==> config.mk <==
export PLATFORM = sky130hd
export DESIGN_NAME = id_ex_stage
export DESIGN_NICKNAME = d
export VERILOG_FILES = /design/src/rtl/pipe_pkg.sv /design/src/rtl/alu_control.sv /design/src/rtl/id_ex_stage.sv
export SDC_FILE = /design/constraint.sdc
export NUM_CORES = 1
export LEC_CHECK = 0
export CELL_PAD_IN_SITES_DETAIL_PLACEMENT = 1
export CELL_PAD_IN_SITES_GLOBAL_PLACEMENT = 1
export CORE_MARGIN = 2
export CORE_UTILIZATION = 29
export CTS_CLUSTER_SIZE = 20
export DETAILED_ROUTE_END_ITERATION = 10
export PLACE_DENSITY_LB_ADDON = 0.1
export SLEW_MARGIN = 25
export SYNTH_ARGS = -nofsm -noshare
export SYNTH_HDL_FRONTEND = slang
export SYNTH_HIERARCHICAL = 1
export SYNTH_SLANG_ARGS = --single-unit
==> constraint.sdc <==
create_clock -name clk -period 2.95 [get_ports clk]
set_clock_uncertainty 0.15 [all_clocks]
set_input_delay 0.59 -clock clk [delete_from_list [all_inputs] [get_ports clk]]
set_output_delay 0.59 -clock clk [all_outputs]
set_load 0.05 [all_outputs]
==> src/rtl/pipe_pkg.sv <==
// Shared pipeline encodings: ALUOp, ALU control, funct and forward-select codes.
// Latency: n/a (types and constants only).
// Backpressure: n/a.
package pipe_pkg;

  // ALUOp field produced by the main decoder
  typedef enum logic [1:0] {
    ALUOP_ADD   = 2'b00,
    ALUOP_SUB   = 2'b01,
    ALUOP_FUNCT = 2'b10,
    ALUOP_X     = 2'b11
  } aluop_e;

  // ALU control codes, shared with the ALU itself; ALU_X makes the ALU emit all-X
  typedef enum logic [2:0] {
    ALU_AND = 3'b000,
    ALU_OR  = 3'b001,
    ALU_ADD = 3'b010,
    ALU_X   = 3'b011,
    ALU_SUB = 3'b110,
    ALU_SLT = 3'b111
  } alu_ctl_e;

  // R-type funct field values (imm[5:0])
  localparam logic [5:0] FUNCT_ADD = 6'b100000;
  localparam logic [5:0] FUNCT_SUB = 6'b100010;
  localparam logic [5:0] FUNCT_AND = 6'b100100;
  localparam logic [5:0] FUNCT_OR  = 6'b100101;
  localparam logic [5:0] FUNCT_SLT = 6'b101010;

  // Operand source chosen by the forwarding logic
  typedef enum logic [1:0] {
    FWD_REG   = 2'b00,
    FWD_EXMEM = 2'b01,
    FWD_MEMWB = 2'b10
  } fwd_sel_e;

  // Pipeline control bits carried from ID through EX to later stages
  typedef struct packed {
    logic regwrite;
    logic memread;
    logic memwrite;
    logic memtoreg;
  } ex_ctrl_t;

endpackage

==> src/rtl/alu_control.sv <==
// ALU control decode from ALUOp and the R-type funct field.
// Latency: purely combinational.
// Backpressure: none; output follows inputs.
module alu_control
  import pipe_pkg::*;
(
  input  logic [1:0] aluop,
  input  logic [5:0] funct,
  output logic [2:0] control
);

  // Map ALUOp (and funct for R-type) onto the ALU control code; unknown ops give ALU_X
  always_comb begin
    control = ALU_X;
    case (aluop)
      ALUOP_ADD: control = ALU_ADD;
      ALUOP_SUB: control = ALU_SUB;
      ALUOP_FUNCT: begin
        case (funct)
          FUNCT_ADD: control = ALU_ADD;
          FUNCT_SUB: control = ALU_SUB;
          FUNCT_AND: control = ALU_AND;
          FUNCT_OR:  control = ALU_OR;
          FUNCT_SLT: control = ALU_SLT;
          default:   control = ALU_X;
        endcase
      end
      default: control = ALU_X;
    endcase
  end

endmodule

==> src/rtl/id_ex_stage.sv <==
// ID/EX pipeline register plus EX operand front end (forwarding, ALUSrc mux, ALU control).
// Latency: one clock from id_* capture; outputs then combinational from regs and exmem/memwb inputs.
// Backpressure: stall holds every registered field; flush (or rst) loads an all-zero bubble.
module id_ex_stage
  import pipe_pkg::*;
#(
  parameter int WIDTH    = 32,
  parameter int REG_BITS = 5
) (
  input  logic                clk,
  input  logic                rst,
  input  logic                stall,
  input  logic                flush,
  input  logic [WIDTH-1:0]    id_rs_data,
  input  logic [WIDTH-1:0]    id_rt_data,
  input  logic [15:0]         id_imm,
  input  logic [REG_BITS-1:0] id_rs,
  input  logic [REG_BITS-1:0] id_rt,
  input  logic [REG_BITS-1:0] id_rd,
  input  logic [1:0]          id_aluop,
  input  logic                id_alusrc,
  input  logic                id_regdst,
  input  logic                id_regwrite,
  input  logic                id_memread,
  input  logic                id_memwrite,
  input  logic                id_memtoreg,
  input  logic                exmem_regwrite,
  input  logic [REG_BITS-1:0] exmem_rd,
  input  logic [WIDTH-1:0]    exmem_result,
  input  logic                memwb_regwrite,
  input  logic [REG_BITS-1:0] memwb_rd,
  input  logic [WIDTH-1:0]    memwb_result,
  output logic [WIDTH-1:0]    alu_a,
  output logic [WIDTH-1:0]    alu_b,
  output logic [2:0]          alu_control,
  output logic [WIDTH-1:0]    ex_store_data,
  output logic [REG_BITS-1:0] ex_dest,
  output logic                ex_regwrite,
  output logic                ex_memread,
  output logic                ex_memwrite,
  output logic                ex_memtoreg
);

  // Everything the EX stage needs about the instruction it is executing
  typedef struct packed {
    logic [WIDTH-1:0]    rs_data;
    logic [WIDTH-1:0]    rt_data;
    logic [15:0]         imm;
    logic [REG_BITS-1:0] rs;
    logic [REG_BITS-1:0] rt;
    logic [REG_BITS-1:0] rd;
    logic [1:0]          aluop;
    logic                alusrc;
    logic                regdst;
    ex_ctrl_t            ctrl;
  } idex_t;

  idex_t            idex_q;
  idex_t            idex_d;
  fwd_sel_e         sel_a;
  fwd_sel_e         sel_b;
  logic [WIDTH-1:0] fwd_a;
  logic [WIDTH-1:0] fwd_b;
  logic [WIDTH-1:0] imm_ext;

  // A register-0 destination never forwards; EX/MEM is younger so it wins over MEM/WB
  function automatic fwd_sel_e fwd_pick(input logic [REG_BITS-1:0] src);
    if (exmem_regwrite && (exmem_rd != '0) && (exmem_rd == src))
      return FWD_EXMEM;
    else if (memwb_regwrite && (memwb_rd != '0) && (memwb_rd == src))
      return FWD_MEMWB;
    else
      return FWD_REG;
  endfunction

  // Gather the ID-stage fields into the register image
  always_comb begin
    idex_d               = '0;
    idex_d.rs_data       = id_rs_data;
    idex_d.rt_data       = id_rt_data;
    idex_d.imm           = id_imm;
    idex_d.rs            = id_rs;
    idex_d.rt            = id_rt;
    idex_d.rd            = id_rd;
    idex_d.aluop         = id_aluop;
    idex_d.alusrc        = id_alusrc;
    idex_d.regdst        = id_regdst;
    idex_d.ctrl.regwrite = id_regwrite;
    idex_d.ctrl.memread  = id_memread;
    idex_d.ctrl.memwrite = id_memwrite;
    idex_d.ctrl.memtoreg = id_memtoreg;
  end

  // Pipeline register: reset and flush both insert a bubble, stall holds
  always_ff @(posedge clk) begin
    if (rst || flush)
      idex_q <= '0;
    else if (!stall)
      idex_q <= idex_d;
  end

  // Hazard detection for both source operands
  always_comb begin
    sel_a = fwd_pick(idex_q.rs);
    sel_b = fwd_pick(idex_q.rt);
  end

  // Forwarding muxes select the freshest copy of rs and rt
  always_comb begin
    fwd_a = idex_q.rs_data;
    fwd_b = idex_q.rt_data;
    case (sel_a)
      FWD_EXMEM: fwd_a = exmem_result;
      FWD_MEMWB: fwd_a = memwb_result;
      default:   fwd_a = idex_q.rs_data;
    endcase
    case (sel_b)
      FWD_EXMEM: fwd_b = exmem_result;
      FWD_MEMWB: fwd_b = memwb_result;
      default:   fwd_b = idex_q.rt_data;
    endcase
  end

  assign imm_ext       = {{(WIDTH-16){idex_q.imm[15]}}, idex_q.imm};
  assign alu_a         = fwd_a;
  assign alu_b         = idex_q.alusrc ? imm_ext : fwd_b;
  // Stores always need the forwarded rt value even though b carries the offset
  assign ex_store_data = fwd_b;
  assign ex_dest       = idex_q.regdst ? idex_q.rd : idex_q.rt;
  assign ex_regwrite   = idex_q.ctrl.regwrite;
  assign ex_memread    = idex_q.ctrl.memread;
  assign ex_memwrite   = idex_q.ctrl.memwrite;
  assign ex_memtoreg   = idex_q.ctrl.memtoreg;

  alu_control u_alu_control (
    .aluop   (idex_q.aluop),
    .funct   (idex_q.imm[5:0]),
    .control (alu_control)
  );

endmodule

After elaboration in Yosys (flattened, before gate mapping)
Index checks and enable logic that the tools add are counted.
W data, S select, Z words.
- flip-flop bits (word level): 103
- latch bits: 0
- memory bits (writable): 0
- memory bits (read-only): 0
- bits of input ports: 183
- output and inout port bits: 108
- word-level logic and storage cells: 48
- memories kept: 0
- $add $sub $neg: 0
- multipliers: 0
- div/mod/pow operators: 0
- order comparisons: 0
- equality and inequality tests: 15
- shift operators: 0
- muxes and demuxes: 10
- bitwise logic cells: 0
- reduce and logical (&&, ||, !) cells: 10
- operator list (kind ; number):
    $pmux W32 S2 ; 2
    $mux W32 ; 1
    $eq A6 B6 Y1 const B ; 5
    $eq A5 B5 Y1 ; 4
    $pmux W3 S5 ; 1
    $reduce_bool A5 Y1 ; 2
    $pmux W3 S3 ; 1
    $mux W2 ; 4
    $eq A2 B1 Y1 const B ; 3
    $eq A2 B2 Y1 const B ; 3
    $logic_and A1 B1 Y1 ; 6
    $mux W5 ; 1
    $logic_not A2 Y1 ; 1
    $logic_or A1 B1 Y1 ; 1

Logic depth before layout (Yosys ltp)
- word-level depth: 8
- depth in mapped cells: 8
- gate-level depth less buffers: 5

By module
Netlist, hierarchy kept.
- modules (own cells, without submodules) (module ; times used ; cells an instance ; area each (sq um) ; sequential area each (sq um)):
    id_ex_stage ; 1 ; 683 ; 5873.1 ; 2062.0
    alu_control ; 1 ; 8 ; 66.3 ; 0.0

Worst setup path before layout
No wires, ideal clock.
- path kind: in2out
- start point: input port memwb_rd[1]
- end point: output port alu_b[10]
- arrival time: 3113 ps
- data required time: 2210 ps
- setup slack: -903 ps
- stages: 7
- buffers on the path: 2
- cells stage by stage: or4_1 > o21a_1 > and3_1 > buf_4 > buf_6 > mux2i_1 > a221oi_1
- cells in the longest elaborated chain, start to end: 8
- elaborated cells between the ends (all ways): 10
- those cells by class: eq/ne (3); mux (4); reduce/logical (3)
- RTL lines (what ; line ; RTL):
    start, declared ; id_ex_stage.sv:31 ; input logic [REG_BITS-1:0] memwb_rd,
    $reduce_bool A5 Y1 ; id_ex_stage.sv:70 ; else if (memwb_regwrite && (memwb_rd != '0) && (memwb_rd == src))
    $logic_and A1 B1 Y1 ; id_ex_stage.sv:70 ;
    $logic_and A1 B1 Y1 (*) ; id_ex_stage.sv:70 ;
    $mux W2 (*) ; id_ex_stage.sv:70 ;
    $mux W2 (*) ; id_ex_stage.sv:68 ; if (exmem_regwrite && (exmem_rd != '0) && (exmem_rd == src))
    $eq A2 B2 Y1 / $eq A2 B1 Y1 (equally long branches) ; id_ex_stage.sv:117 ; case (sel_b)
    $pmux W32 S2 (*) ; id_ex_stage.sv:117 ;
    $mux W32 (*) ; id_ex_stage.sv:126 ; assign alu_b = idex_q.alusrc ? imm_ext : fwd_b;
    end, declared ; id_ex_stage.sv:34 ; output logic [WIDTH-1:0] alu_b,
Mark *: on every way between the ends. The rest lies on a longest branch, timed or not.

Worst setup path after layout
- start point: input port exmem_rd[3]
- end point: output port alu_b[9]
- cells in the longest elaborated chain, start to end: 7
- elaborated cells between the ends (all ways): 9
- those cells by class: eq/ne (3); mux (3); reduce/logical (3)
- RTL lines (what ; line ; RTL):
    start, declared ; id_ex_stage.sv:28 ; input logic [REG_BITS-1:0] exmem_rd,
    $reduce_bool A5 Y1 ; id_ex_stage.sv:68 ;
    $logic_and A1 B1 Y1 ; id_ex_stage.sv:68 ;
    $logic_and A1 B1 Y1 (*) ; id_ex_stage.sv:68 ;
    $mux W2 (*) ; id_ex_stage.sv:68 ;
    $eq A2 B2 Y1 / $eq A2 B1 Y1 (equally long branches) ; id_ex_stage.sv:117 ;
    $pmux W32 S2 (*) ; id_ex_stage.sv:117 ;
    $mux W32 (*) ; id_ex_stage.sv:126 ;
Marked as above.

==> flow_metrics.env <==
export IMPL_status="finished, violations left"
export IMPL_violations="setup timing"
export IMPL_cts_max_path_buffers=2
export IMPL_cap_viol_max_count=0
export IMPL_combPwrFrac=0.359
export IMPL_synth_adder_area_share=0
export IMPL_multiInputGateArea_um2=5530
export IMPL_setup_viol=96
export IMPL_drive_above_1_share=0.435
export IMPL_hpwlAfterDp_um=20000
export IMPL_critPathLaunchType="primary input"
export IMPL_min_path_type="reg2reg"
export IMPL_die_area_um2=21600
export IMPL_p_per_area_nw_per_um2=320
export IMPL_area_delta_synth_final_pct=125
export IMPL_crit_start="exmem_rd[3]"
export IMPL_cts_sinks=103
export IMPL_critical_path_endpoint="alu_b[9]"
export IMPL_ys_seq_elements=103
export IMPL_reg2reg_slack_ns=1.24
export IMPL_synth_xor_area_share=0.0295
export IMPL_setup_ws_ns=-0.357
export IMPL_synth_area_per_cell_um2=8.60
export IMPL_p_sw_w=0.00142
export IMPL_syn_nets=874
export IMPL_muxShareOfSynthArea=0.262
export IMPL_r2r_start="idex_q[5]"
export IMPL_wirelength_um=32600
export IMPL_remaining_drc_errors=0
export IMPL_fillers=1987
export IMPL_slew_headroom=0.437
export IMPL_min_period_over_period=1.12
export IMPL_grt_usage=0.281
export IMPL_reg2reg_depth=3
export IMPL_cpPeakStageDelay_ns=0.53
export IMPL_p_seq_frac=0.348
export IMPL_synth_main_ff_cell="dfxtp_1"
export IMPL_worstMarginPinSlew_ns=0.844
export IMPL_min_period_ns=3.31
export IMPL_crit_path_cell_trace="buf_6, or4_4, o21a_4, buf_6, nand3_4, buf_12, buf_8, buf_16, nor3_4, a221oi_4, buf_12"
export IMPL_synth_top_family_by_area="multiplexers"
export IMPL_switching_share=0.332
export IMPL_final_util=0.663
export IMPL_netlist_area_um2=5940
export IMPL_num_vias=6922
export IMPL_slowest_stage="or4_4"
export IMPL_end_kind="output pin"
export IMPL_htree_num_levels=3
export IMPL_regArea_um2=2080
export IMPL_portBuffers=290
export IMPL_synth_cells=691
export IMPL_arrival_ns=2.57
export IMPL_pin_count=291
export IMPL_cts_buffers=9
export IMPL_yosys_cell_types_count=38
export IMPL_core_area_um2=20200
export IMPL_power_internal_w=0.00286
export IMPL_fin_nets=1225
export IMPL_fmax_ghz=0.302
export IMPL_power_frac_clock=0.293
export IMPL_synth_simple_area_share=0.173
export IMPL_initial_core_util=0.294
export IMPL_synth_compound_area_frac=0.126
export IMPL_place_ws_ns=-0.723
export IMPL_required_ns=2.21
export IMPL_synth_warnings=6
export IMPL_first_global_vias=7781
export IMPL_die_y_um=147
export IMPL_insertion_delay_ns=0.36
export IMPL_cts_tree="yes"
export IMPL_clk_pin_slew_ns=0.08
export IMPL_grt_max_degree=104
export IMPL_synth_edf_count=0
export IMPL_grt_ovfl_total=0
export IMPL_synth_async_reset_ratio=0
export IMPL_hold_violations=0
export IMPL_seq_area_frac_synth=0.347
export IMPL_rr_endpoint="idex_q[5]"
export IMPL_firstDrtPassIters=4
export IMPL_ant_nets=0
export IMPL_rsz0062_at_grt="yes"
export IMPL_leakagePower_nw=5.11
export IMPL_viasPerCell=5.24
export IMPL_drv_slew=0
export IMPL_cts_root_buf="clkbuf_16"
export IMPL_grt_pass1_wl_um=46700
export IMPL_rows=52
export IMPL_dr_first_iter_drc_count=220
export IMPL_place_congestion=0.936
export IMPL_antenna_found_initial=4
export IMPL_peakVddDrop_uv=255
export IMPL_worstPathMaxFanout=5
export IMPL_wl_per_cell_um=24.7
export IMPL_critical_path_class="in2out"
export IMPL_die_w_um=147
## final cells by class
cell class              instances  area share
diodes                          4    0.000749
clock buffers                  10      0.0171
clock inverters                 5     0.00440
inverters                      16     0.00449
multi-input cells             513       0.414
flip-flops and latches        103       0.155
well taps                     270      0.0253
repair buffers                399       0.379
## registers in the layout (all words and copies together) (netlist names)
name and flops:
ex_memtoreg 1, ex_regwrite 1, ex_memread 1, ex_memwrite 1
idex_q 99
## logic make-up (layout without fill, tap and decap cells)
family | after synthesis | count (layout)
AOI/OAI and AO/OA | 101 | 101
other | 0 | 4
and+or+nand+nor | 237 | 237
buffers and inverters | 75 | 430
DFF | 103 | 103
muxes | 155 | 155
xor gates and xnor gates | 20 | 20
## metrics by stage
stage	std cells	power, W	TNS, ns	area (um2)	hold slack (ns)
4_1_cts	1310	0.00420	-23.53	12900	0.371
2_1_floorplan	691	0.00219	-13.32	7160	0.308
6_report	1320	0.00428	-24.18	13400	0.366
3_5_place_dp	1263	0.00287	-57.21	11400	0.344
3_3_place_gp	1263	0.00284	-55.57	11400	0.319
5_1_grt	1319	0.00442	-27.47	13400	0.391
## critical path, delay by kind of cell
family	cells	cell delay, ns
AOI/OAI and AO/OA	2	0.50
buffers and inverters	6	0.79
and+or+nand+nor	3	0.68
## placed cells by master (no fill, tap or decap), types with 3 or more instances in the layout
master             n
mux2i_4           13
inv_1             16
o21ai_4           30
xnor2_1            4
and3_1            17
xor2_1            11
nor2_2             7
buf_12            84
mux2i_1          107
nor3_4             7
mux2_2             5
a21oi_2            4
buf_6             62
nor2_4            42
o31ai_4           17
nor2_1           106
a221oi_4          31
nand2_1           32
clkbuf_16         11
buf_16             9
a21oi_4           11
nor3_2             3
dfxtp_2            3
clkdlybuf4s50_1  182
diode_2            4
buf_8             16
nor3_1             9
buf_2              4
xor2_4             3
dfxtp_1           97
mux2i_2           30
buf_4             38
dfxtp_4            3
## worst min path at each step
stage	startpoint	to	slack, ns	cells after the start
after floorplan	idex_q[10]	idex_q[10]	0.31	2
after global placement	idex_q[8]	idex_q[8]	0.32	2
after detailed placement	idex_q[85]	idex_q[85]	0.34	2
after CTS	idex_q[29]	idex_q[29]	0.37	2
after global routing	idex_q[87]	idex_q[87]	0.39	2
final	ex_memread	ex_memread	0.37	2
## Yosys cell counts, types with 6 or more instances
library cell	n	share of area
a21oi_1	15	0.013
a221oi_1	22	0.032
a221oi_2	10	0.025
and3_1	19	0.020
buf_1	8	0.0051
buf_2	6	0.0051
buf_6	6	0.011
clkbuf_1	35	0.022
dfxtp_1	103	0.35
inv_1	16	0.010
mux2i_1	150	0.25
nand2_1	33	0.021
nor2_1	154	0.097
nor3_1	18	0.015
o21ai_1	30	0.025
o31ai_1	17	0.021
xor2_1	16	0.024
## routing by layer
metal,share of wire,track usage,up-vias
met5,0,0,-
met4,0.036,0.113,0
met3,0.052,0.0547,74
met2,0.53,0.507,259
met1,0.38,0.327,3446
li1,-,-,3143
## power groups by stage
stage | sequential [W] | clock [W] | combinational [W]
after CTS | 0.00149 | 0.00125 | 0.00147
after detailed placement | 0.00151 | 0 | 0.00136
after floorplan | 0.00150 | 0 | 0.000694
after global routing | 0.00150 | 0.00133 | 0.00159
final | 0.00149 | 0.00126 | 0.00154
after global placement | 0.00151 | 0 | 0.00133
## repair_timing
| action | in CTS | in global routing |
|---|---|---|
| cloned | 10 | 2 |
| endpoints found under the setup margin | 96 | 96 |
| gates resized for setup | 227 | 91 |
| pin swaps | 41 | 50 |
| hold buffers | 0 | 0 |
| setup buffers | 24 | 16 |
(Power assumes the default switching activity.)
